File: src/rtl/contadores_ram_if.sv
// Event/read bus of the counter bank: event strobe, address, clear/read controls
// and the registered total and read data coming back.
interface contadores_ram_if #(
    parameter int unsigned ADDR_W = 6,
    parameter int unsigned CNT_W  = 4
);
    logic              write_enable;
    logic [ADDR_W-1:0] adress;
    logic              count_read;
    logic              count_reset;
    logic [ADDR_W-1:0] counter;
    logic [CNT_W-1:0]  count_out;

    // Event source side.
    modport master (
        output write_enable,
        output adress,
        output count_read,
        output count_reset,
        input  counter,
        input  count_out
    );

    // Counter bank side.
    modport slave (
        input  write_enable,
        input  adress,
        input  count_read,
        input  count_reset,
        output counter,
        output count_out
    );
endinterface

File: src/rtl/contadores_ram.sv
// Bank of 2^ADDR_W event counters held in a register array, with a running
// total of increment events and a registered, write-first read port.
module contadores_ram #(
    parameter int unsigned ADDR_W = 6,
    parameter int unsigned CNT_W  = 4
) (
    input  logic           clk,
    input  logic           gen_reset,
    contadores_ram_if.slave bus
);
    localparam int unsigned Depth = 2 ** ADDR_W;

    logic [CNT_W-1:0]  mem_q [Depth];
    logic [ADDR_W-1:0] counter_q, counter_d;
    logic [CNT_W-1:0]  count_out_q, count_out_d;

    logic [CNT_W-1:0]  cur_val;
    logic [CNT_W-1:0]  wr_val;
    logic [CNT_W-1:0]  post_val;
    logic              is_incr;

    // Value the addressed entry takes after this edge's write action.
    always_comb begin
        cur_val  = mem_q[bus.adress];
        is_incr  = bus.write_enable & ~bus.count_reset;
        wr_val   = bus.count_reset ? '0 : cur_val + CNT_W'(1);
        post_val = bus.write_enable ? wr_val : cur_val;
    end

    // Next total and read data; a clear is not counted as an event.
    always_comb begin
        counter_d   = counter_q;
        count_out_d = count_out_q;
        if (is_incr) begin
            counter_d = counter_q + ADDR_W'(1);
        end
        if (bus.count_read) begin
            count_out_d = post_val;
        end
    end

    // Counter storage: global reset clears every entry, else one entry per cycle.
    always_ff @(posedge clk) begin
        if (gen_reset) begin
            for (int i = 0; i < int'(Depth); i++) begin
                mem_q[i] <= '0;
            end
        end else if (bus.write_enable) begin
            mem_q[bus.adress] <= wr_val;
        end
    end

    // Output registers for the event total and the read port.
    always_ff @(posedge clk) begin
        if (gen_reset) begin
            counter_q   <= '0;
            count_out_q <= '0;
        end else begin
            counter_q   <= counter_d;
            count_out_q <= count_out_d;
        end
    end

    assign bus.counter   = counter_q;
    assign bus.count_out = count_out_q;
endmodule

File: src/flat_wrapper.sv
// flat-port wrapper written by rule: the top's interface ports become plain ports
module contadores_ram_flat 
#(
    parameter int unsigned ADDR_W = 6,
    parameter int unsigned CNT_W  = 4
)
  (clk, gen_reset, bus_write_enable, bus_adress, bus_count_read, bus_count_reset, bus_counter, bus_count_out);
  contadores_ram_if #(.ADDR_W(ADDR_W), .CNT_W(CNT_W)) bus_i ();
  input  logic clk;
  input  logic gen_reset;
  input wire logic [$bits(bus_i.write_enable)-1:0] bus_write_enable;
  input wire logic [$bits(bus_i.adress)-1:0] bus_adress;
  input wire logic [$bits(bus_i.count_read)-1:0] bus_count_read;
  input wire logic [$bits(bus_i.count_reset)-1:0] bus_count_reset;
  output wire logic [$bits(bus_i.counter)-1:0] bus_counter;
  output wire logic [$bits(bus_i.count_out)-1:0] bus_count_out;
  assign bus_i.write_enable = bus_write_enable;
  assign bus_i.adress = bus_adress;
  assign bus_i.count_read = bus_count_read;
  assign bus_i.count_reset = bus_count_reset;
  assign bus_counter = bus_i.counter;
  assign bus_count_out = bus_i.count_out;
  contadores_ram #(.ADDR_W(ADDR_W), .CNT_W(CNT_W)) u_core (.clk(clk), .gen_reset(gen_reset), .bus(bus_i));
endmodule
File: config.mk
export PLATFORM = sky130hd
export DESIGN_NAME = contadores_ram_flat
export DESIGN_NICKNAME = d
export VERILOG_FILES = /design/src/rtl/contadores_ram_if.sv /design/src/rtl/contadores_ram.sv /design/src/flat_wrapper.sv
export SDC_FILE = /design/constraint.sdc
export NUM_CORES = 1
export LEC_CHECK = 0
export BUFFER_PORTS_ARGS = -buffer_cell sky130_fd_sc_hd__buf_2
export CORE_UTILIZATION = 55
export DETAILED_ROUTE_END_ITERATION = 10
export GPL_TIMING_DRIVEN = 0
export HOLD_SLACK_MARGIN = 0.05
export MAX_ROUTING_LAYER = met4
export PLACE_DENSITY = 0.74
export SETUP_SLACK_MARGIN = 0.2
export SYNTH_ARGS = -nofsm -noshare
export SYNTH_HDL_FRONTEND = slang
export SYNTH_SLANG_ARGS = --single-unit
export TNS_END_PERCENT = 5
File: constraint.sdc
create_clock -name clk -period 3.8 [get_ports clk]
set_input_delay 0.38 -clock clk [delete_from_list [all_inputs] [get_ports clk]]
set_output_delay 0.38 -clock clk [all_outputs]
set_load 0.02 [all_outputs]
==> run metrics, run 1 <==
fin crit share=97.64%; Post-synth EDFFs=256; main area contributors after synthesis=edfxtp_1, a211oi_2, nor2_1; Relative slew margins=-0.5066%; commonest non-fill, non-tap cell in the layout=edfxtp_1; Hold Startpoint=bus_count_read; Clk Latency, worst-skew pair=0.56 ns; Netlist Area Pre-Place=13240 sq um; syn avg cell area=12.48 sq um; Buf+Inv Stages, Crit Path=4; total CTS buffers=29; dominant synthesized flop cell=edfxtp_1; TritonRoute pass-1 iters=6; post-synth cell types=69; FP Rows=56; WP data required=4.03 ns; Worst Hold Path EP=u_core.bus.count_out[2]; CP peak stage delay=1.13 ns; Power per Cell Area=479.4 nW/um^2; antenna violations before repair=2; CTS Buffer Depth=3; critical path type=primary input to flip-flop; Fin Hold WS=0.2450 ns; Routed Wire Length=41730 um; final hold vios=0; Tmin final=3.710 ns; area leader, netlist=edfxtp_1; Vias=9768; Ports=21; worst hold path type=primary input to flip-flop; CTS Root Cell=clkbuf_16; clk slew on worst S/H paths=0.06 ns; Fmax=269.5 MHz; Die Wd=157.2 um; critical-path cell list=buf_4, buf_4, inv_1, clkbuf_1, or3_1, nor2_1, nand2_1, nand2b_1; Syn Nets=1074; global-route wire length before repair=60470 um; Synth warnings=0; Synth-to-Final Area Change=12.15%; Post-Layout Inst Area=14850 sq um; Starting Density=56.25%; largest net degree at the start of global routing=15; status=complete, but fails checks; Iteration-0 DRC Markers=1311; Synth Instances=1061; all-layer global routing usage=35.67%; Post-DP Area=13730 sq um; Buffers on Ports=17; Leak=0.004988 uW; crit path max fanout=10; DRC violations left=0; layout cell share with drive strength beyond 1=20.49%; # fillers=1851; skew final=0.02123 ns; drt wl/cell=28.62 um; top cell type's share of synthesized area=58.05%; Max Cap Viol=1; CP Data Arrival Time=3.94 ns; final setup violation count=0; Die Y-Extent=157.2 um; Post-synth ARST share=0%; delay-heaviest family, CP=simple AND/OR/NAND/NOR gates; RSZ-0062 raised after global routing=true; Seq cells post-synth=266; reg2reg setup slack=0.43 ns; number of global-route vias before repair=9497; failing checks=max-capacitance violations, max-slew violations; CTS Sinks=266; Slowest-stage cell, CP=nor2_1; critical register-to-register path endpoint=u_core.mem_q[55][1]; nets@finish=1127; gpl congestion=1.013; DPL Wire Length=28150 um; peak supply drop=0.3351 mV; Slew Limit Fails=9; full die area=24700 sq um; Setup crit start kind=primary input; most frequent cell on the critical path=buf_4; # H-tree levels=1; Congestion Overflow GR=0; r2r startpoint=u_core.mem_q[50][0]; Final ANT Viol Nets=0; Crit. End Element=flip-flop; most frequent cells in the layout=edfxtp_1, nor2_1, nand2_1; via/cell ratio=6.700; worst hold path cell count=3; post-layout util=63.08%; FF-to-FF path depth=12; CTS tree=done; core area=23540 sq um; Worst Max-Slew Pin Slew=1.502 ns; sequential area share after synthesis=59.56%
[worst register-to-register path, cell delays in order (launching register included)]
cell       delay [ns]
edfxtp_1         0.41
mux4_2           0.54
nand2_1          0.10
a21oi_1          0.08
a2111oi_2        0.37
and4_1           0.29
clkbuf_2         0.22
inv_1            0.07
ha_1             0.28
nand2b_1         0.09
clkbuf_4         0.26
clkbuf_2         0.32
nor2_1           0.09
[synthesized netlist by cell type (3+ instances only)]
library cell,instances
o2bb2ai_1,8
a22oi_1,11
o31ai_1,3
o22a_1,5
o21ai_1,3
mux4_2,22
buf_6,13
a221o_1,6
dfxtp_1,10
nor2b_1,10
a211oi_2,61
mux2_2,11
nand4_1,4
mux2i_1,35
a211oi_1,8
nor3b_1,3
buf_8,3
nor3_1,66
nand2b_1,73
o21ai_0,13
nor2_1,157
a21oi_1,9
or3_1,5
clkbuf_1,57
mux2_1,5
a221oi_1,18
o22ai_1,7
edfxtp_1,256
and3_1,5
a32o_1,4
buf_4,5
xor2_1,3
inv_1,10
buf_2,20
nand3_1,6
nand2_1,84
[worst max path at each step]
stage | startpoint | to | slack [ns] | cells past startpoint
after global routing | bus_adress[1] | u_core.mem_q[15][1] | 0.07 | 15
after global placement | bus_adress[0] | u_core.mem_q[59][1] | -1.44 | 15
after CTS | bus_adress[0] | u_core.mem_q[35][3] | 0.17 | 11
after detailed placement | bus_adress[0] | u_core.mem_q[62][1] | -1.51 | 15
after floorplan | bus_adress[2] | u_core.mem_q[0][1] | 0.37 | 14
final | bus_adress[2] | u_core.mem_q[61][0] | 0.09 | 8
[sequential cells by signal (all words and copies together) (netlist names)]
name	count
u_core.bus.count_out	4
u_core.bus.counter	6
u_core.mem_q	256
[report_power, final]
part	total (uW)	internal [uW]	switching [uW]
combinational	874	241	633
sequential	3350	3310	39.9
clock	2900	1730	1170
total	7120	5280	1840
[what timing repair did]
item                       4_1_cts  5_1_grt
gates resized for setup         27       12
setup endpoints to repair      248      242
hold buffers                     0        0
gates cloned                     0        0
hold endpoints to repair         0        0
setup buffers                    4        1
pin swaps                        3        1
[layout make-up]
cell class / count / area [sq um] / area share, %
Clock buffer: 31 / 733.2 / 4.937
Buffer: 99 / 584.3 / 3.934
Tap cell: 319 / 399.1 / 2.687
Multi-Input combinational cell: 685 / 4836 / 32.56
Timing Repair Buffer: 22 / 122.6 / 0.8256
Inverter: 11 / 41.29 / 0.2780
Sequential cell: 266 / 7888 / 53.11
Clock inverter: 23 / 242.7 / 1.634
Antenna cell: 2 / 5.005 / 0.03370
[metrics by stage]
stage,setup TNS [ns],std cells,power (uW),worst slack (ns)
floorplan,0,1061,3897,0.3693
global placement,-271.03,1397,4199,-1.443
detailed placement,-245.45,1397,4209,-1.510
CTS,0,1455,7069,0.1710
global route,0,1458,7247,0.07215
finish,0,1458,7120,0.08953
[routing by layer]
metal | part of all wire [%] | track usage (%) | wire length, um
met5 | 0 | - | 0
met4 | 5.6 | 17.34 | 2335
met3 | 13 | 9.306 | 5453
met2 | 45 | 53.27 | 18640
met1 | 37 | 45.34 | 15300
[cell families (layout without fill, tap and decap cells)]
kind of cell               count (synthesis)  in the layout  synth area share (%)
buffers and inverters                    110            186                 4.441
muxes                                     73             73                 7.748
other                                      0              2                     0
adders and majority gates                  2              2                0.1889
AOI/OAI and AO/OA                        176            176                 12.40
DFF                                      266            266                 59.56
xor gates and xnor gates                   5              5                0.3875
and+or+nand+nor                          429            429                 15.28
No activity file was read; power rests on OpenSTA's default activity.
==> run 2, diff against run 1 <==
--- a/config.mk
+++ b/config.mk
@@ -11,7 +11,7 @@
 export GPL_TIMING_DRIVEN = 0
 export HOLD_SLACK_MARGIN = 0.05
 export MAX_ROUTING_LAYER = met4
-export PLACE_DENSITY = 0.74
+export PLACE_DENSITY_LB_ADDON = 0.3
 export SETUP_SLACK_MARGIN = 0.2
 export SYNTH_ARGS = -nofsm -noshare
 export SYNTH_HDL_FRONTEND = slang
==> run metrics, run 2 (same netlist as run 1, synthesis figures left out) <==
status=complete, but fails checks; failing checks=max-capacitance violations, max-slew violations; largest net degree at the start of global routing=14; Non-Filler Instances=1455; Die Wd=157.2 um; Slew Limit Fails=9; all-layer global routing usage=36.37%; cell total after placement=1398; via/cell ratio=6.847; FP Rows=56; Clk Latency, worst-skew pair=0.56 ns; r2r startpoint=u_core.mem_q[55][0]; full die area=24700 sq um; TritonRoute pass-1 iters=6; CTS Root Cell=clkbuf_16; DRC violations left=0; Setup crit start kind=primary input; critical-path cell list=buf_4, buf_4, inv_1, clkbuf_1, or3_1, nor2_1, nand2_1, nand2b_1; gpl congestion=1.045; skew final=0.009650 ns; setup total negative slack=0 ns; Buffers on Ports=17; reg2reg setup slack=0.42 ns; Place WS=-1.512 ns; Synth-to-Final Area Change=11.72%; Tmin final=3.789 ns; Slowest-stage cell, CP=nor2_1; Fmax=263.9 MHz; Iteration-0 DRC Markers=1607; Crit. End Element=flip-flop; Pwr Total=6926 uW; WP data required=4.04 ns; CP Data Arrival Time=4.03 ns; Vias=9963; antenna cells=0; FF-to-FF path depth=12; # fillers=1858; Leak=0.004955 uW; final setup violation count=0; worst hold path type=primary input to flip-flop; commonest non-fill, non-tap cell in the layout=edfxtp_1; number of global-route vias before repair=9504; global-route wire length before repair=61890 um; Worst Hold Path EP=u_core.bus.count_out[2]; Starting Density=56.25%; # H-tree levels=1; Setup WS post-layout=0.01056 ns; Final ANT Viol Nets=0; Biggest register=u_core.mem_q; Die Y-Extent=157.2 um; core area=23540 sq um; final hold vios=0; nets@finish=1127; RSZ-0062 raised after global routing=false; antenna violations before repair=0; Congestion Overflow GR=0; CTS tree=done; fin crit share=99.72%; most frequent cell on the critical path=buf_4; CP peak stage delay=1.21 ns; clk slew on worst S/H paths=0.06 ns; Worst Max-Slew Pin Slew=1.602 ns; Routed Wire Length=42560 um; DPL Wire Length=28320 um; Hold Startpoint=bus_write_enable; post-layout util=62.85%; total CTS buffers=28; CTS Sinks=266; layout cell share with drive strength beyond 1=20.51%; Power per Cell Area=468.1 nW/um^2; Relative slew margins=-7.180%; Max Cap Viol=3; most frequent cells in the layout=edfxtp_1, nor2_1, nand2_1; worst hold path cell count=4; max reg flops=256; CTS Buffer Depth=3; crit path max fanout=10; Ports=21; drt wl/cell=29.25 um; critical path type=primary input to flip-flop; critical register-to-register path endpoint=u_core.mem_q[20][2]; peak supply drop=0.3911 mV
==> run 2: what timing repair did <==
action                                  4_1_cts  5_1_grt
resized for setup                            31       16
hold buffers                                  0        0
endpoints found under the setup margin      258      186
pin swaps                                     3        3
setup buffers                                 3        2
==> run 2: area by class of cell <==
class                           count  area, sq um  area share, %
Sequential cell                   266         7888          53.31
Multi-Input combinational cell    685         4847          32.76
Clock buffer                       38        789.5          5.336
Buffer                             99        600.6          4.059
Tap cell                          319        399.1          2.698
Timing Repair Buffer               23        130.1         0.8795
Clock inverter                     14        100.1         0.6765
Inverter                           11        41.29         0.2791
==> run 2: critical path, delay by kind of cell <==
kind | cells | cell delay [ns]
and+or+nand+nor | 4 | 2.42
buffers and inverters | 4 | 1.20
==> run 2: report_power, final <==
group,total (uW),internal [uW],switching [uW]
clock network,2690,1520,1170
logic,886,246,639
registers,3350,3310,40.5
total,6930,5070,1850
==> run 2: stage by stage <==
| stage | instance area [sq um] | hold WS (ns) |
|---|---|---|
| 5_1_grt | 14800 | 0.2614 |
| 3_3_place_gp | 13730 | 0.4740 |
| 4_1_cts | 14750 | 0.2017 |
| 6_report | 14800 | 0.2118 |
| 3_5_place_dp | 13740 | 0.4846 |
| 2_1_floorplan | 13240 | 0.5549 |
==> run 2: metal layers <==
metal | vias to the layer above | GRT usage [%] | part of all wire (%)
met5 | - | - | 0
met4 | 0 | 19.60 | 6.1
met3 | 188 | 7.957 | 13
met2 | 829 | 53.60 | 44
met1 | 4836 | 47.06 | 36
li1 | 4110 | - | -
==> run 2: worst max path at each step <==
stage             startpoint  depth (start not counted)  slack, ns             endpoint
3_3_place_gp   bus_adress[1]                         15      -1.50   u_core.mem_q[0][1]
2_1_floorplan  bus_adress[2]                         14       0.37   u_core.mem_q[0][1]
6_report       bus_adress[2]                          8       0.01  u_core.mem_q[52][3]
5_1_grt        bus_adress[2]                          8       0.20  u_core.mem_q[45][0]
4_1_cts        bus_adress[0]                         12       0.15  u_core.mem_q[30][3]
3_5_place_dp   bus_adress[1]                         15      -1.51  u_core.mem_q[62][1]
==> run 3, diff against run 2 <==
--- a/config.mk
+++ b/config.mk
@@ -6,13 +6,15 @@
 export NUM_CORES = 1
 export LEC_CHECK = 0
 export BUFFER_PORTS_ARGS = -buffer_cell sky130_fd_sc_hd__buf_2
+export CORE_MARGIN = 2
 export CORE_UTILIZATION = 55
 export DETAILED_ROUTE_END_ITERATION = 10
 export GPL_TIMING_DRIVEN = 0
 export HOLD_SLACK_MARGIN = 0.05
 export MAX_ROUTING_LAYER = met4
-export PLACE_DENSITY_LB_ADDON = 0.3
+export PLACE_DENSITY = 0.73
 export SETUP_SLACK_MARGIN = 0.2
+export SLEW_MARGIN = 15
 export SYNTH_ARGS = -nofsm -noshare
 export SYNTH_HDL_FRONTEND = slang
 export SYNTH_SLANG_ARGS = --single-unit
==> run metrics, run 3 (same netlist as run 1, synthesis figures left out) <==
Pwr Total=6936 uW; critical path type=primary input to flip-flop; Biggest register=u_core.mem_q; Leak=0.004958 uW; Buffers on Ports=17; Starting Density=56.25%; largest net degree at the start of global routing=14; peak supply drop=0.3791 mV; critical-path cell list=buf_2, buf_6, and2_0, clkbuf_1, a221oi_1, o21ai_0, a2111oi_2, and4_1, clkbuf_1, inv_1, ha_1, nand2b_1, clkbuf_4, clkbuf_2, nor2_1; final setup violation count=0; skew final=0.01136 ns; all-layer global routing usage=33.72%; nets@finish=1129; DRC violations left=0; Power per Cell Area=468.5 nW/um^2; WP data required=4.10 ns; DPL Wire Length=28100 um; total CTS buffers=29; Buf+Inv Stages, Crit Path=7; RSZ-0062 raised after global routing=true; CTS Root Cell=clkbuf_16; full die area=25340 sq um; commonest non-fill, non-tap cell in the layout=edfxtp_1; TritonRoute pass-1 iters=6; CP Data Arrival Time=3.98 ns; antenna cells=0; antenna violations before repair=0; core area=23540 sq um; Setup WS post-layout=0.1232 ns; Routed Wire Length=41950 um; clk slew on worst S/H paths=0.07 ns; Final ANT Viol Nets=0; via/cell ratio=6.749; Hold Buf Count CTS=0; # H-tree levels=1; number of global-route vias before repair=9526; Slew Limit Fails=0; status=completed; CP peak stage delay=0.48 ns; most frequent cells in the layout=edfxtp_1, nor2_1, nand2_1; Vias=9826; Crit. End Element=flip-flop; drt wl/cell=28.81 um; global-route wire length before repair=61040 um; layout cell share with drive strength beyond 1=20.93%; Worst Max-Slew Pin Slew=1.364 ns; Iteration-0 DRC Markers=1444; most frequent cell on the critical path=clkbuf_1; Max Cap Viol=0; crit path max fanout=10; Die Y-Extent=159.2 um; final hold vios=0; gpl congestion=1.016; Setup crit start kind=primary input; Synth-to-Final Area Change=11.78%; delay-heaviest family, CP=buffers and inverters; setup total negative slack=0 ns; Die Wd=159.2 um; Slowest-stage cell, CP=a2111oi_2; Fmax=272.0 MHz; FP Rows=56; Tmin final=3.677 ns; Ports=21; Congestion Overflow GR=0; Clk Latency, worst-skew pair=0.55 ns; Place WS=-1.454 ns; max reg flops=256; CTS Sinks=266; Relative slew margins=8.739%; Fin Hold WS=0.2236 ns; CTS tree=done; CTS Buffer Depth=3; fin crit share=96.76%; worst hold path type=primary input to flip-flop
run 3: cell count changes in the layout (fill, tap and decap cells not counted), moves of 2 or more:
cell and change:
nor2_1 -6, nor2_2 +6, clkbuf_4 -3, clkbuf_8 -3
buf_4 +2, clkinv_1 +2, nor2b_1 -2, nor2b_2 +2
o21ai_0 +2, o31ai_1 +2, o31ai_2 -2
run 3: report_power, final:
part / internal (uW) / total (uW) / switching, uW / leakage, uW
sequential: 3310 / 3350 / 40.1 / 0.00273
clock: 1530 / 2700 / 1180 / 0.000435
combinational: 248 / 885 / 638 / 0.00180
run 3: final timing paths:
check | start | endpoint | slack [ns] | cells after the start
max reg2reg | u_core.mem_q[52][0] | u_core.mem_q[14][1] | 0.31 | 12
max | bus_adress[1] | u_core.mem_q[14][1] | 0.12 | 15
min | bus_write_enable | u_core.bus.count_out[2] | 0.22 | 4
min reg2reg | u_core.bus.counter[5] | u_core.bus.counter[5] | 0.48 | 2
run 3: cell type report:
cell class / count / area, sq um
timing repair buffer: 24 / 141.4
fill: 1869 / 8740
buffer: 99 / 595.6
clock buffer: 32 / 737.0
multi-input combinational: 685 / 4842
tap: 319 / 399.1
sequential: 266 / 7888
inverter: 11 / 41.29
clock inverter: 20 / 158.9
run 3: worst min-delay path, stage by stage:
cell and delay [ns]:
buf_2 0.11, o21ai_0 0.08, nand2b_1 0.07, a311oi_1 0.08
run 3: timing repair:
action / in CTS / in global routing
setup buffers: 5 / 1
pin swaps: 2 / 2
resized for setup: 27 / 16
setup endpoints to repair: 227 / 247
run 3: layer usage:
metal  wire (um)  GRT usage (%)  share of wire, %  vias up
met1       15030          43.65                36     4764
met4        2354          14.42               5.6        0
met5           0              -                 0        -
met3        5535          7.867                13      190
met2       19030          51.46                45      779
li1            -              -                 -     4093
run 3: metrics by stage:
step                cells  utilization [%]  instance area (sq um)
floorplan            1061                -                  13240
global placement     1397            58.31                  13730
detailed placement   1398            58.43                  13760
CTS                  1455            62.71                  14760
global route         1456            62.88                  14800
finish               1456            62.88                  14800
